$ cat src/rtl/uart_mem_target.sv
// Register-bank target behind the UART memory-mapped bridge: fixed-latency reads,
// single-cycle writes, last-write export for the debug display and a saturating drop counter.
module uart_mem_target #(
  parameter int          NUM_BYTES_DATA    = 4,
  parameter int          NUM_BYTES_ADDRESS = 1,
  parameter int          DEPTH             = 16,
  parameter int          READ_LATENCY      = 2,
  parameter logic [31:0] OOR_DATA          = 32'hDEADBEEF
) (
  input  logic                                          clk,
  input  logic                                          arst_n,
  input  logic                                          mem_we,
  input  logic [8*NUM_BYTES_DATA-1:0]                   mem_wdata,
  input  logic [8*NUM_BYTES_ADDRESS-1:0]                mem_waddr,
  input  logic                                          mem_re,
  input  logic [8*NUM_BYTES_ADDRESS-1:0]                mem_raddr,
  output logic [8*NUM_BYTES_DATA-1:0]                   mem_rdata,
  output logic                                          mem_rdy,
  output logic [8*NUM_BYTES_DATA+8*NUM_BYTES_ADDRESS-1:0] last_wr,
  output logic [7:0]                                    drop_cnt
);

  localparam int DW = 8 * NUM_BYTES_DATA;
  localparam int AW = 8 * NUM_BYTES_ADDRESS;
  localparam int IW = (DEPTH > 1) ? $clog2(DEPTH) : 1;
  localparam int CW = (READ_LATENCY > 1) ? $clog2(READ_LATENCY) : 1;

  localparam logic [DW-1:0] OOR_WORD = DW'(OOR_DATA);
  localparam logic [CW-1:0] CNT_INIT = CW'(READ_LATENCY - 1);

  typedef enum logic {IDLE, BUSY} state_t;

  state_t        state;
  logic [CW-1:0] cnt;
  logic [AW-1:0] raddr_q;
  logic [DW-1:0] mem [DEPTH];

  logic          wr_hit;
  logic [1:0]    drop_inc;
  logic [8:0]    drop_sum;
  logic [DW-1:0] rd_word;

  function automatic logic in_range(input logic [AW-1:0] addr);
    return {1'b0, addr} < (AW+1)'(DEPTH);
  endfunction

  // NOTE: every always_comb output gets a default first so no path can infer a latch.
  always_comb begin
    wr_hit   = 1'b0;
    drop_inc = 2'd0;
    rd_word  = OOR_WORD;
    if (state == IDLE) begin
      wr_hit = mem_we && in_range(mem_waddr);
    end else begin
      drop_inc = {1'b0, mem_we} + {1'b0, mem_re};
    end
    if (in_range(raddr_q)) begin
      rd_word = mem[raddr_q[IW-1:0]];
    end
  end

  assign drop_sum = {1'b0, drop_cnt} + {7'b0, drop_inc};

  // NOTE: the word array is cleared by reset because a reset must read back as all zeros;
  // that rules out block-RAM inference, which is acceptable for a small debug bank.
  always_ff @(posedge clk or negedge arst_n) begin
    if (!arst_n) begin
      for (int i = 0; i < DEPTH; i++) begin
        mem[i] <= '0;
      end
    end else if (wr_hit) begin
      mem[mem_waddr[IW-1:0]] <= mem_wdata;
    end
  end

  // NOTE: sequential state uses non-blocking assignments only, so every register
  // samples the pre-edge values regardless of statement order.
  always_ff @(posedge clk or negedge arst_n) begin
    if (!arst_n) begin
      state     <= IDLE;
      cnt       <= '0;
      raddr_q   <= '0;
      mem_rdy   <= 1'b1;
      mem_rdata <= '0;
      last_wr   <= '0;
      drop_cnt  <= '0;
    end else begin
      drop_cnt <= drop_sum[8] ? 8'hFF : drop_sum[7:0];
      case (state)
        IDLE: begin
          if (mem_we) begin
            last_wr <= {mem_wdata, mem_waddr};
          end
          // The word is fetched at completion, so a same-cycle write is already visible.
          if (mem_re) begin
            raddr_q <= mem_raddr;
            cnt     <= CNT_INIT;
            mem_rdy <= 1'b0;
            state   <= BUSY;
          end
        end
        BUSY: begin
          if (cnt == '0) begin
            mem_rdata <= rd_word;
            mem_rdy   <= 1'b1;
            state     <= IDLE;
          end else begin
            cnt <= cnt - 1'b1;
          end
        end
        default: state <= IDLE;
      endcase
    end
  end

endmodule

$ cat config.mk
export PLATFORM = sky130hd
export DESIGN_NAME = uart_mem_target
export DESIGN_NICKNAME = d
export VERILOG_FILES = /design/src/rtl/uart_mem_target.sv
export SDC_FILE = /design/constraint.sdc
export NUM_CORES = 1
export LEC_CHECK = 0
export CORE_ASPECT_RATIO = 0.9
export CORE_MARGIN = 2
export CORE_UTILIZATION = 25
export DETAILED_ROUTE_END_ITERATION = 8
export PLACE_DENSITY = 0.39
export SYNTH_ARGS = -nofsm -noshare
export SYNTH_HDL_FRONTEND = slang
export SYNTH_SLANG_ARGS = --single-unit
$ cat constraint.sdc
create_clock -name clk -period 2.65 [get_ports clk]
set_clock_uncertainty 0.2 [all_clocks]
set_input_delay 0.795 -clock clk [delete_from_list [all_inputs] [get_ports clk]]
set_output_delay 0.795 -clock clk [all_outputs]
set_load 0.02 [all_outputs]
# After elaboration in Yosys (flattened, before gate mapping)
# Index checks and enable logic that the tools add are counted.
word_totals:
  ff_bits: 603
  elab_cells: 62
  in_bits: 52
  output_inout_bits: 81
op_classes:
  n_eq_ne: 2
  magnitude_cmp: 5
  bitwise_logic: 4
  n_mux: 19
  n_addsub: 3
  n_reduce_logical: 6
ops:
  columns: ["op", "n"]
  rows:
  - ["$bwmux W512", 1]
  - ["$bmux W32 S4", 1]
  - ["$demux W32 S4", 1]
  - ["$mux W32", 4]
  - ["$lt A8 B5 Y1 const B", 2]
  - ["$ge A5 B5 Y1 const B", 2]
  - ["$not A4 Y5", 2]
  - ["$add A8 B2 Y9", 1]
  - ["$mux W8", 1]
  - ["$reduce_and A2 Y1", 4]
  - ["$mux W1", 7]
  - ["$pmux W1 S2", 3]
  - ["$lt A5 B1 Y1 const B", 1]
  - ["$ne A2 B2 Y1 const B", 2]
  - ["$add A1 B1 Y2", 1]
  - ["$logic_and A1 B1 Y1", 2]
  - ["$mux W2", 1]
  - ["$not A1 Y1", 2]
  - ["$sub A1 B1 Y1 const B", 1]

# Longest topological paths before layout
# Gate-level depths: netlist (run 1).
logic_depth:
  depth_word: 6
  mapped_depth: 9
  mapped_depth_nobuf: 9

# Worst setup path after synthesis (run 1)
# No wires, ideal clock.
synth_timing:
  path_type: "input port to flip-flop"
  start: "in mem_we"
  end: "reg drop_cnt[4]"
  slack_ns: -0.015
  cell_stages: 9
  t_arrival_ns: 2.382
  n_path_buf: 0
  setup_ns: 0.083
  required_ns: 2.367
  cell_sequence: "ha_1 and2_1 ha_1 inv_1 fa_1 inv_1 and4_1 nand4_1 o21ai_0"
synth_via:
  elab_chain_len: 4
synth_rtl:
  columns: ["item", "line_no", "text"]
  rows:
  - ["start: declaration", "12", "input logic mem_we,"]
  - ["$add A1 B1 Y2", "55", "drop_inc = {1'b0, mem_we} + {1'b0, mem_re};"]
  - ["$mux W2", "52", "if (state == IDLE) begin"]
  - ["$add A8 B2 Y9", "62", "assign drop_sum = {1'b0, drop_cnt} + {7'b0, drop_inc};"]
  - ["$mux W8", "88", "drop_cnt <= drop_sum[8] ? 8'hFF : drop_sum[7:0];"]
  - ["end signal: assignment", "88", null]
  - ["end: declaration", "20", "output logic [7:0] drop_cnt"]
# Every way passes these cells.
# A chain may end at the register's enable or synchronous reset.

# Worst setup path after layout (run 1)
layout_timing:
  start: "in mem_waddr[4]"
  end: "reg mem[13] (netlist bit)"
layout_via:
  elab_chain_len: 3
layout_rtl:
  columns: ["item", "line_no", "text"]
  rows:
  - ["start: declaration", "14", "input logic [8*NUM_BYTES_ADDRESS-1:0] mem_waddr,"]
  - ["$lt A8 B5 Y1", "44", "return {1'b0, addr} < (AW+1)'(DEPTH);"]
  - ["$logic_and A1 B1 Y1", "53", "wr_hit = mem_we && in_range(mem_waddr);"]
  - ["$mux W1", "52", null]
  - ["end signal: indexed assignment", "72", "mem[mem_waddr[IW-1:0]] <= mem_wdata;"]
  - ["end: declaration", "36", "logic [DW-1:0] mem [DEPTH];"]
# Every way passes these cells.

==> run summary, run 1 <==
DRT Wirelength: 84.4 mm
Core ar.: 0.106 mm^2
gr usage total: 0.156
H-Tree Depth: 3
CTS tree: done
Pleak: 0.0161 uW
Tot Pwr: 29,700 uW
Main synth FF type: dfrtp_1
vias in the first global route: 17,900
post-layout util: 0.317
wire per inst: 24.1 um
status: complete, no violations
GRT overflow: 0
CTS buffer count: 72
share of the synthesized area in the top cell type: 0.562
Yosys warning count: 0
DRC violations left: 0
Clock Sinks: 603
top routing layer used: met4
min Tclk post-route: 2630 ps
DR vias/cell: 4.70
global-route wire length before repair: 125 mm
Rel. slew slack: 0.557
RSZ-0062 raised after global routing: true
synth top area cells: dfrtp_1, mux2_2, mux2i_1
Port Buffer Count: 132
Mapped Avg Cell Area: 14.5 um^2
Tightest Pin Transition: 662 ps
post-synthesis net count: 1,901
share of layout cells above drive strength 1: 0.432
Post-Syn Area: 0.0268 mm^2
xor and xnor area share after synthesis: 0.000981
most numerous cell in the Yosys netlist: dfrtp_1
std cell rows: 113
nets@finish: 2,117
sequential share of the synthesized area: 0.563
final setup vio count: 0
metal2 WL: 40.3 mm
met3 WL: 2.45 mm
Compound-Gate Fraction of Synth Area: 0.0379
Final Hold Fails: 0
Post-synth top cells: dfrtp_1, mux2_2, mux2i_1
Post-Synth Simple-Gate Area: 0.0326
hold crit path type: flip-flop to flip-flop
CP max stage cell: or4_4
routed vias: 16,500
Synth area leader: dfrtp_1
clk root buf: clkbuf_16
routability congestion estimate: 0.739
Skew-Pair Late Insertion Delay: 640 ps
Die W: 349 um
Post-Syn Instances: 1,845
Crit. End Element: flip-flop
kind of critical path: input pin to flip-flop
pin count of the biggest net entering global routing: 63
main combinational cell family by area after synthesis: multiplexers
CP Buf/Inv Count: 3
worst-path fanout max: 11
CTS clk-pin slew, worst paths: 60 ps
DR pass1 iterations: 5
VDD IR-drop max: 0.000433 V
EDFF count, synth: 0
fraction of synthesized area in multiplexers: 0.339
Worst path top cell family by delay: simple AND/OR/NAND/NOR gates
initial core utilization: 0.253
crit start category: input pin
slowest stage delay, CP: 640 ps
antenna violations before repair: 2
Yosys reg bits: 603
clk buf depth: 3
library cells used by synthesis: 43
adder-cell area share of the yosys netlist: 0.00215
max cap viols: 0
drt initial violations: 737
Max Clk Rate: 0.380 GHz
Tcrit/Tclk final: 0.992
PD cells: 884 mW/mm^2
Die ar.: 0.110 mm^2
Cell Count Post-Placement: 3,363
Req. time, crit path: 2960 ps
fin. max-slew vios: 0
worst path cell trace: clkdlybuf4s50_1 -> or4_4 -> nor3_2 -> buf_4 -> nand3_4 -> clkbuf_16 -> mux2_2
CP Data Arrival Time: 2940 ps
Synth async-reset ratio: 1.00
I/O pin count: 133
HPWL Detailed: 53.3 mm
fin cells: 3,499
met1 WL: 39.9 mm
hold slack final: 289 ps
area added between synthesis and finish: 25.5%
antenna viol nets, final: 0
Die Y: 315 um
## report_power, final
group	switching (uW)	internal, uW	total (uW)
logic	4800	3870	8670
clock network	4090	5860	9940
registers	937	10200	11100
## worst register-to-register path, cell delays in order (launching register included)
cell	delay [ps]
dfrtp_4	750
buf_12	280
buf_4	310
mux2i_1	230
a22oi_1	100
a41oi_1	230
o21ai_0	120
## timing repair
action	4_1_cts	5_1_grt
cloned	0	2
endpoints found under the hold margin	13	0
hold buffers	1	0
pin swaps	0	3
gates resized for setup	47	16
endpoints found under the setup margin	47	32
setup buffers	0	1
## placed cells by master, fill, tap and decap left out, drive strengths merged, types with 14 or more instances in the layout
| master | count |
|---|---|
| mux2i | 152 |
| nand2b | 16 |
| clkdlybuf4s50 | 72 |
| a21oi | 15 |
| dlygate4sd2 | 47 |
| nor2 | 34 |
| clkbuf | 113 |
| nand2 | 64 |
| dfrtp | 602 |
| buf | 156 |
| mux2 | 558 |
| nor2b | 20 |
| a22oi | 43 |
| mux4 | 56 |
| o21ai | 27 |
| or4 | 14 |
## final timing paths
path	from	to	slack, ps	cells after the start
worst max register to register	raddr_q[1]	mem_rdata[10]	300	6
max in group asynchronous	arst_n	mem[499]	880	4
min in group asynchronous	arst_n	drop_cnt[6]	460	2
worst min-delay path	last_wr[3]	last_wr[3]	290	2
worst max-delay path	mem_waddr[4]	mem[13]	20	7
worst min register to register	last_wr[3]	last_wr[3]	290	2
## state kept, by name, summed over array words and instances, names as in the netlist
register	cells
mem	512
mem_rdy	1
state	1
drop_cnt	8
raddr_q	8
last_wr	40
cnt	1
mem_rdata	32
## logic make-up (layout without fill, tap and decap cells)
group                      after synthesis  in the layout
muxes                                  766            766
DFF                                    603            603
and+or+nand+nor                        170            170
buffers and inverters                  155            427
AOI/OAI and AO/OA                      144            144
adders and majority gates                4              4
xor gates and xnor gates                 3              3
other                                    0              2
## metal layers
layer	up-vias	global-route usage
met1	8848	0.212
met3	107	0.0246
met2	241	0.259
li1	7265	-
met5	-	0
met4	0	0.0369
## metrics by stage
| step | instance area (um^2) | worst slack [ps] | TNS, ps |
|---|---|---|---|
| floorplan | 26800 | 0.658 | 0 |
| global placement | 31200 | -666 | -265020 |
| detailed placement | 31200 | -666 | -281300 |
| CTS | 33500 | 0.533 | 0 |
| global route | 33600 | -10.1 | -64.4 |
| finish | 33600 | 21.6 | 0 |
## layout make-up
class / count / area [um^2]
diodes: 2 / 5.00
clock buffers: 111 / 2130
clock inverters: 19 / 229
fillers: 10400 / 72300
inverters: 7 / 26.3
multi-input cells: 1087 / 11200
flip-flops and latches: 603 / 15100
well taps: 1380 / 1730
repair buffers: 290 / 3230
Power figures use the tool's default switching activity.
==> run 2, diff against run 1 <==
--- a/config.mk
+++ b/config.mk
@@ -9,7 +9,10 @@
 export CORE_MARGIN = 2
 export CORE_UTILIZATION = 25
 export DETAILED_ROUTE_END_ITERATION = 8
+export GPL_TIMING_DRIVEN = 0
+export HOLD_SLACK_MARGIN = 0.03
 export PLACE_DENSITY = 0.39
 export SYNTH_ARGS = -nofsm -noshare
 export SYNTH_HDL_FRONTEND = slang
 export SYNTH_SLANG_ARGS = --single-unit
+export TNS_END_PERCENT = 30
==> run 2 against run 1 <==
Against the previous run:
- sequential cell count did not move
- count of clock-buffer cells in the layout rose by 6
- worst hold slack got worse by 22 ps
- critical endpoint is now mem[431]
==> run summary, run 2 (synthesis gave the netlist of run 1 again) <==
status: complete, no violations (unchanged)
fin. max-slew vios: 0 (unchanged)
commonest non-fill, non-tap cell in the layout: dfrtp_1 (unchanged)
Clock Sinks: 603 (unchanged)
kind of critical path: input pin to flip-flop (unchanged)
nets@finish: 2,125 (was 2,117)
top routing layer used: met5 (was met4)
crit start category: input pin (unchanged)
Core ar.: 0.106 mm^2 (unchanged)
Final Hold Fails: 0 (unchanged)
Clk pwr share: 0.318 (was 0.335)
R2R Setup Slk: 50 ps (was 300 ps)
Die Y: 315 um (unchanged)
Tightest Pin Transition: 1100 ps (was 662 ps)
commonest cells after routing, fill and taps aside: dfrtp_1, mux2_2, mux2i_1 (unchanged)
routability congestion estimate: 0.787 (was 0.739)
CP Data Arrival Time: 2890 ps (was 2940 ps)
metal2 WL: 46.2 mm (was 40.3 mm)
RSZ-0062 raised after global routing: true (unchanged)
wire per inst: 28.3 um (was 24.1 um)
combinational share of power: 0.325 (was 0.292)
Die ar.: 0.110 mm^2 (unchanged)
max cap viols: 0 (unchanged)
share of layout cells above drive strength 1: 0.413 (was 0.432)
H-Tree Depth: 3 (unchanged)
CTS buffer count: 73 (was 72)
DRT Wirelength: 99.2 mm (was 84.4 mm)
final setup vio count: 0 (unchanged)
cell internal pwr: 19,400 uW (was 19,900 uW)
top flop regs: mem (512), last_wr (40), mem_rdata (32) (unchanged)
Port Buffer Count: 132 (unchanged)
met3 WL: 4.67 mm (was 2.45 mm)
Crit. End Element: flip-flop (unchanged)
antenna violations before repair: 7 (was 2)
Placed Area: 0.0300 mm^2 (was 0.0312 mm^2)
CTS tree: done (unchanged)
largest reg by FF count: mem (unchanged)
DRC violations left: 0 (unchanged)
HPWL Detailed: 64.2 mm (was 53.3 mm)
Req. time, crit path: 2940 ps (was 2960 ps)
Tcrit/Tclk final: 0.981 (was 0.992)
worst-path fanout max: 10 (was 11)
pin count of the biggest net entering global routing: 120 (was 63)
Rel. slew slack: 0.263 (was 0.557)
min Tclk post-route: 2600 ps (was 2630 ps)
Die W: 349 um (unchanged)
Max Clk Rate: 0.385 GHz (was 0.380 GHz)
gr usage total: 0.181 (was 0.156)
routed vias: 17,000 (was 16,500)
CTS clk-pin slew, worst paths: 60 ps (about the same)
post-layout util: 0.312 (was 0.317)
DR vias/cell: 4.86 (was 4.70)
Pleak: 0.0158 uW (was 0.0161 uW)
max reg flops: 512 (unchanged)
Final Cell Area: 0.0331 mm^2 (was 0.0336 mm^2)
GRT overflow: 0 (unchanged)
hold crit path type: input pin to flip-flop (was flip-flop to flip-flop)
vias in the first global route: 18,200 (was 17,900)
net switching power: 11,000 uW (was 9820 uW)
antenna viol nets, final: 0 (unchanged)
worst slack, placed: -1980 ps (was -666 ps)
VDD IR-drop max: 0.000462 V (was 0.000433 V)
initial core utilization: 0.253 (unchanged)
PD cells: 918 mW/mm^2 (was 884 mW/mm^2)
area added between synthesis and finish: 23.5% (was 25.5%)
clk root buf: clkbuf_16 (unchanged)
Skew-Pair Late Insertion Delay: 630 ps (was 640 ps)
setup TNS: 0 ps (unchanged)
hold slack final: 267 ps (was 289 ps)
DR pass1 iterations: 5 (unchanged)
clk buf depth: 3 (unchanged)
met1 WL: 45.4 mm (was 39.9 mm)
Setup WS post-layout: 50.1 ps (was 21.6 ps)
sequential fraction of design power: 0.356 (was 0.374)
drt initial violations: 985 (was 737)
Switching Fraction: 0.361 (was 0.331)
global-route wire length before repair: 140 mm (was 125 mm)
std cell rows: 113 (unchanged)
I/O pin count: 133 (unchanged)
[run 2: changes by cell type in the layout (fill, tap and decap cells not counted), moves of 6 or more]
cell and change:
buf_4 -57, buf_12 -50, clkbuf_1 +39, clkbuf_4 +19, buf_6 +17, buf_8 +13
buf_2 +9, clkbuf_2 +9, clkdlybuf4s50_1 +9, dlygate4sd2_1 -7, clkbuf_8 +6
[run 2: path summary, 6_finish.rpt]
path,cells past startpoint,endpoint,from
hold / removal,2,last_wr[5],mem_waddr[5]
max in group asynchronous,4,mem[130],arst_n
hold reg to reg,1,mem[6],mem[6]
setup / recovery,5,mem[431],mem_waddr[1]
setup reg to reg,5,mem_rdata[31],raddr_q[6]
min in group asynchronous,2,drop_cnt[7],arst_n
[run 2: final cells by class]
| type | count | area (um^2) |
|---|---|---|
| inverter | 7 | 26.3 |
| clock inverter | 9 | 58.8 |
| multi-input combinational | 1087 | 11200 |
| tap | 1380 | 1730 |
| sequential | 603 | 15100 |
| buffer | 145 | 1180 |
| fill | 10500 | 72800 |
| timing repair buffer | 152 | 1580 |
| clock buffer | 117 | 2180 |
| antenna | 2 | 5.00 |
[run 2: per-stage QoR]
| step | total power, uW | cells |
|---|---|---|
| finish | 30300 | 3502 |
| global route | 31800 | 3501 |
| CTS | 30800 | 3495 |
| detailed placement | 20700 | 3364 |
| global placement | 20700 | 3357 |
| floorplan | 15700 | 1845 |
[run 2: worst max-delay path, stage by stage]
cell and delay, ps:
clkdlybuf4s50_1 810, nor2b_2 410, nand3_2 250, buf_4 310, mux2_2 300
[run 2: power groups by stage]
stage	registers [uW]	logic, uW	clock network, uW
finish	10800	9870	9660
global route	10900	10500	10400
CTS	10800	10000	9970
detailed placement	11000	9780	0
global placement	11000	9720	0
floorplan	11300	4320	0
[run 2: per-layer routing]
layer / vias up / track usage
met5: - / 0
met4: 2 / 0.0555
met3: 142 / 0.0327
met2: 430 / 0.292
met1: 9191 / 0.248
li1: 7252 / -
[run 2: what timing repair did]
action	CTS	global route
setup endpoints to repair	574	792
pin swaps	3	3
setup buffers	5	6
endpoints found under the hold margin	68	0
resized for setup	318	82
hold buffers	1	0
gates cloned	0	1
==> run 3, diff against run 2 <==
--- a/config.mk
+++ b/config.mk
@@ -5,6 +5,7 @@
 export SDC_FILE = /design/constraint.sdc
 export NUM_CORES = 1
 export LEC_CHECK = 0
+export CAP_MARGIN = 20
 export CORE_ASPECT_RATIO = 0.9
 export CORE_MARGIN = 2
 export CORE_UTILIZATION = 25
@@ -12,6 +13,7 @@
 export GPL_TIMING_DRIVEN = 0
 export HOLD_SLACK_MARGIN = 0.03
 export PLACE_DENSITY = 0.39
+export SLEW_MARGIN = 0
 export SYNTH_ARGS = -nofsm -noshare
 export SYNTH_HDL_FRONTEND = slang
 export SYNTH_SLANG_ARGS = --single-unit
==> run 3 against run 2 <==
Against the previous run:
- core utilization up 0.72 points
- via count up 0.86%
- power up 2.5%
- setup slack worse by 24 ps
- first-iteration DRC count up 5.7%
- combinational power up 4%
==> run summary, run 3 (synthesis gave the netlist of run 1 again) <==
hold crit path type: input pin to flip-flop (unchanged)
commonest non-fill, non-tap cell in the layout: dfrtp_1 (unchanged)
antenna viol nets, final: 0 (unchanged)
HPWL Detailed: 68.6 mm (was 64.2 mm)
vias in the first global route: 18,300 (was 18,200)
Skew-Pair Late Insertion Delay: 630 ps (about the same)
I/O pin count: 133 (unchanged)
std cell rows: 113 (unchanged)
initial core utilization: 0.253 (unchanged)
clk root buf: clkbuf_16 (unchanged)
H-Tree Depth: 3 (unchanged)
CTS buffer count: 73 (unchanged)
DR pass1 iterations: 5 (unchanged)
Req. time, crit path: 2960 ps (was 2940 ps)
Rel. slew slack: 0.271 (was 0.263)
footprint of the multi-input gates: 0.0112 mm^2 (about the same)
CTS tree: done (unchanged)
DRC violations left: 0 (unchanged)
Clock Sinks: 603 (unchanged)
kind of critical path: input pin to flip-flop (unchanged)
drt initial violations: 1,041 (was 985)
commonest cells after routing, fill and taps aside: dfrtp_1, mux2_2, mux2i_1 (unchanged)
crit start category: input pin (unchanged)
routed vias: 17,200 (was 17,000)
Tightest Pin Transition: 1090 ps (was 1100 ps)
min Tclk post-route: 2620 ps (was 2600 ps)
sequential cell area: 0.0151 mm^2 (unchanged)
Die Y: 315 um (unchanged)
global-route wire length before repair: 140 mm (about the same)
Die W: 349 um (unchanged)
Die ar.: 0.110 mm^2 (unchanged)
area added between synthesis and finish: 26.3% (was 23.5%)
fill cell count: 10,500 (about the same)
Max Clk Rate: 0.381 GHz (was 0.385 GHz)
max cap viols: 0 (unchanged)
antenna violations before repair: 2 (was 7)
CP max stage cell: clkdlybuf4s50_1 (unchanged)
CTS clk-pin slew, worst paths: 50 ps (was 60 ps)
Core ar.: 0.106 mm^2 (unchanged)
gr usage total: 0.181 (about the same)
fin. max-slew vios: 0 (unchanged)
VDD IR-drop max: 0.000563 V (was 0.000462 V)
PD cells: 920 mW/mm^2 (was 918 mW/mm^2)
DRT Wirelength: 99.4 mm (was 99.2 mm)
largest reg by FF count: mem (unchanged)
worst-path fanout max: 6 (was 10)
Crit. End Element: flip-flop (unchanged)
max reg flops: 512 (unchanged)
slowest stage delay, CP: 580 ps (was 810 ps)
Final Hold Fails: 0 (unchanged)
RSZ-0062 raised after global routing: true (unchanged)
top flop regs: mem (512), last_wr (40), mem_rdata (32) (unchanged)
Tcrit/Tclk final: 0.990 (was 0.981)
final setup vio count: 0 (unchanged)
status: complete, no violations (unchanged)
worst path cell trace: clkdlybuf4s50_1 -> nor2_1 -> nand3_4 -> clkbuf_16 -> buf_6 -> mux2_2 (was clkdlybuf4s50_1 -> nor2b_2 -> nand3_2 -> buf_4 -> mux2_2)
clk buf depth: 3 (unchanged)
GRT overflow: 0 (unchanged)
pin count of the biggest net entering global routing: 120 (unchanged)
post-layout util: 0.319 (was 0.312)
share of layout cells above drive strength 1: 0.424 (was 0.413)
routability congestion estimate: 0.787 (unchanged)
nets@finish: 2,168 (was 2,125)
setup TNS: 0 ps (unchanged)
DR vias/cell: 4.84 (was 4.86)
Port Buffer Count: 132 (unchanged)
CP Data Arrival Time: 2930 ps (was 2890 ps)
wire per inst: 28.0 um (was 28.3 um)
Pleak: 0.0162 uW (was 0.0158 uW)
run 3: path summary, 6_finish.rpt:
path	start	endpoint	slack (ps)	cells after the start
max	mem_waddr[2]	mem[474]	30	6
max in group asynchronous	arst_n	mem[97]	240	4
min reg2reg	mem[6]	mem[6]	290	1
min in group asynchronous	arst_n	drop_cnt[7]	480	2
max reg2reg	raddr_q[6]	mem_rdata[6]	90	6
min	mem_waddr[6]	last_wr[6]	270	2
run 3: worst max-delay path, delay by kind of cell:
kind | cells | cell delay (ps)
mux | 1 | 270
buf+inv | 3 | 1020
simple gates | 2 | 830
run 3: repair_timing:
| item | 4_1_cts | 5_1_grt |
|---|---|---|
| setup buffers | 5 | 9 |
| cloned | 0 | 2 |
| endpoints found under the hold margin | 68 | 0 |
| endpoints found under the setup margin | 561 | 790 |
| pin swaps | 3 | 4 |
| resized for setup | 264 | 72 |
| hold buffers | 1 | 0 |
run 3: metrics by stage:
stage / cell area, um^2 / std cells / setup slack [ps] / hold slack, ps / power, uW
CTS: 33400 / 3533 / -142 / 297 / 31500
detailed placement: 30600 / 3402 / -1330 / 283 / 21200
global route: 33800 / 3545 / -15.1 / 244 / 32500
finish: 33800 / 3548 / 26.4 / 265 / 31100
global placement: 29800 / 3357 / -27080 / 278 / 20700
floorplan: 26800 / 1845 / 0.658 / 259 / 15700
run 3: per-layer routing:
layer	share of wire	GRT usage	vias to the layer above	wire (um)
met3	0.047	0.0310	131	4680
met1	0.46	0.249	9252	45400
met5	0	0	-	0
li1	-	-	7350	-
met4	0.027	0.0491	0	2640
met2	0.47	0.295	431	46600
run 3: where the power goes:
part           internal [uW]  total [uW]  switching, uW
Sequential             10100       10800            655
Combinational           3980       10300           6350
Clock                   5920        9980           4060
run 3: area by class of cell:
type,instances,area share
inverters,7,0.000777
repair buffers,195,0.0664
clock buffers,113,0.0654
diodes,3,0.000222
clock inverters,15,0.00403
multi-input cells,1087,0.332
flip-flops and latches,603,0.446
well taps,1380,0.0510
plain buffers,145,0.0340
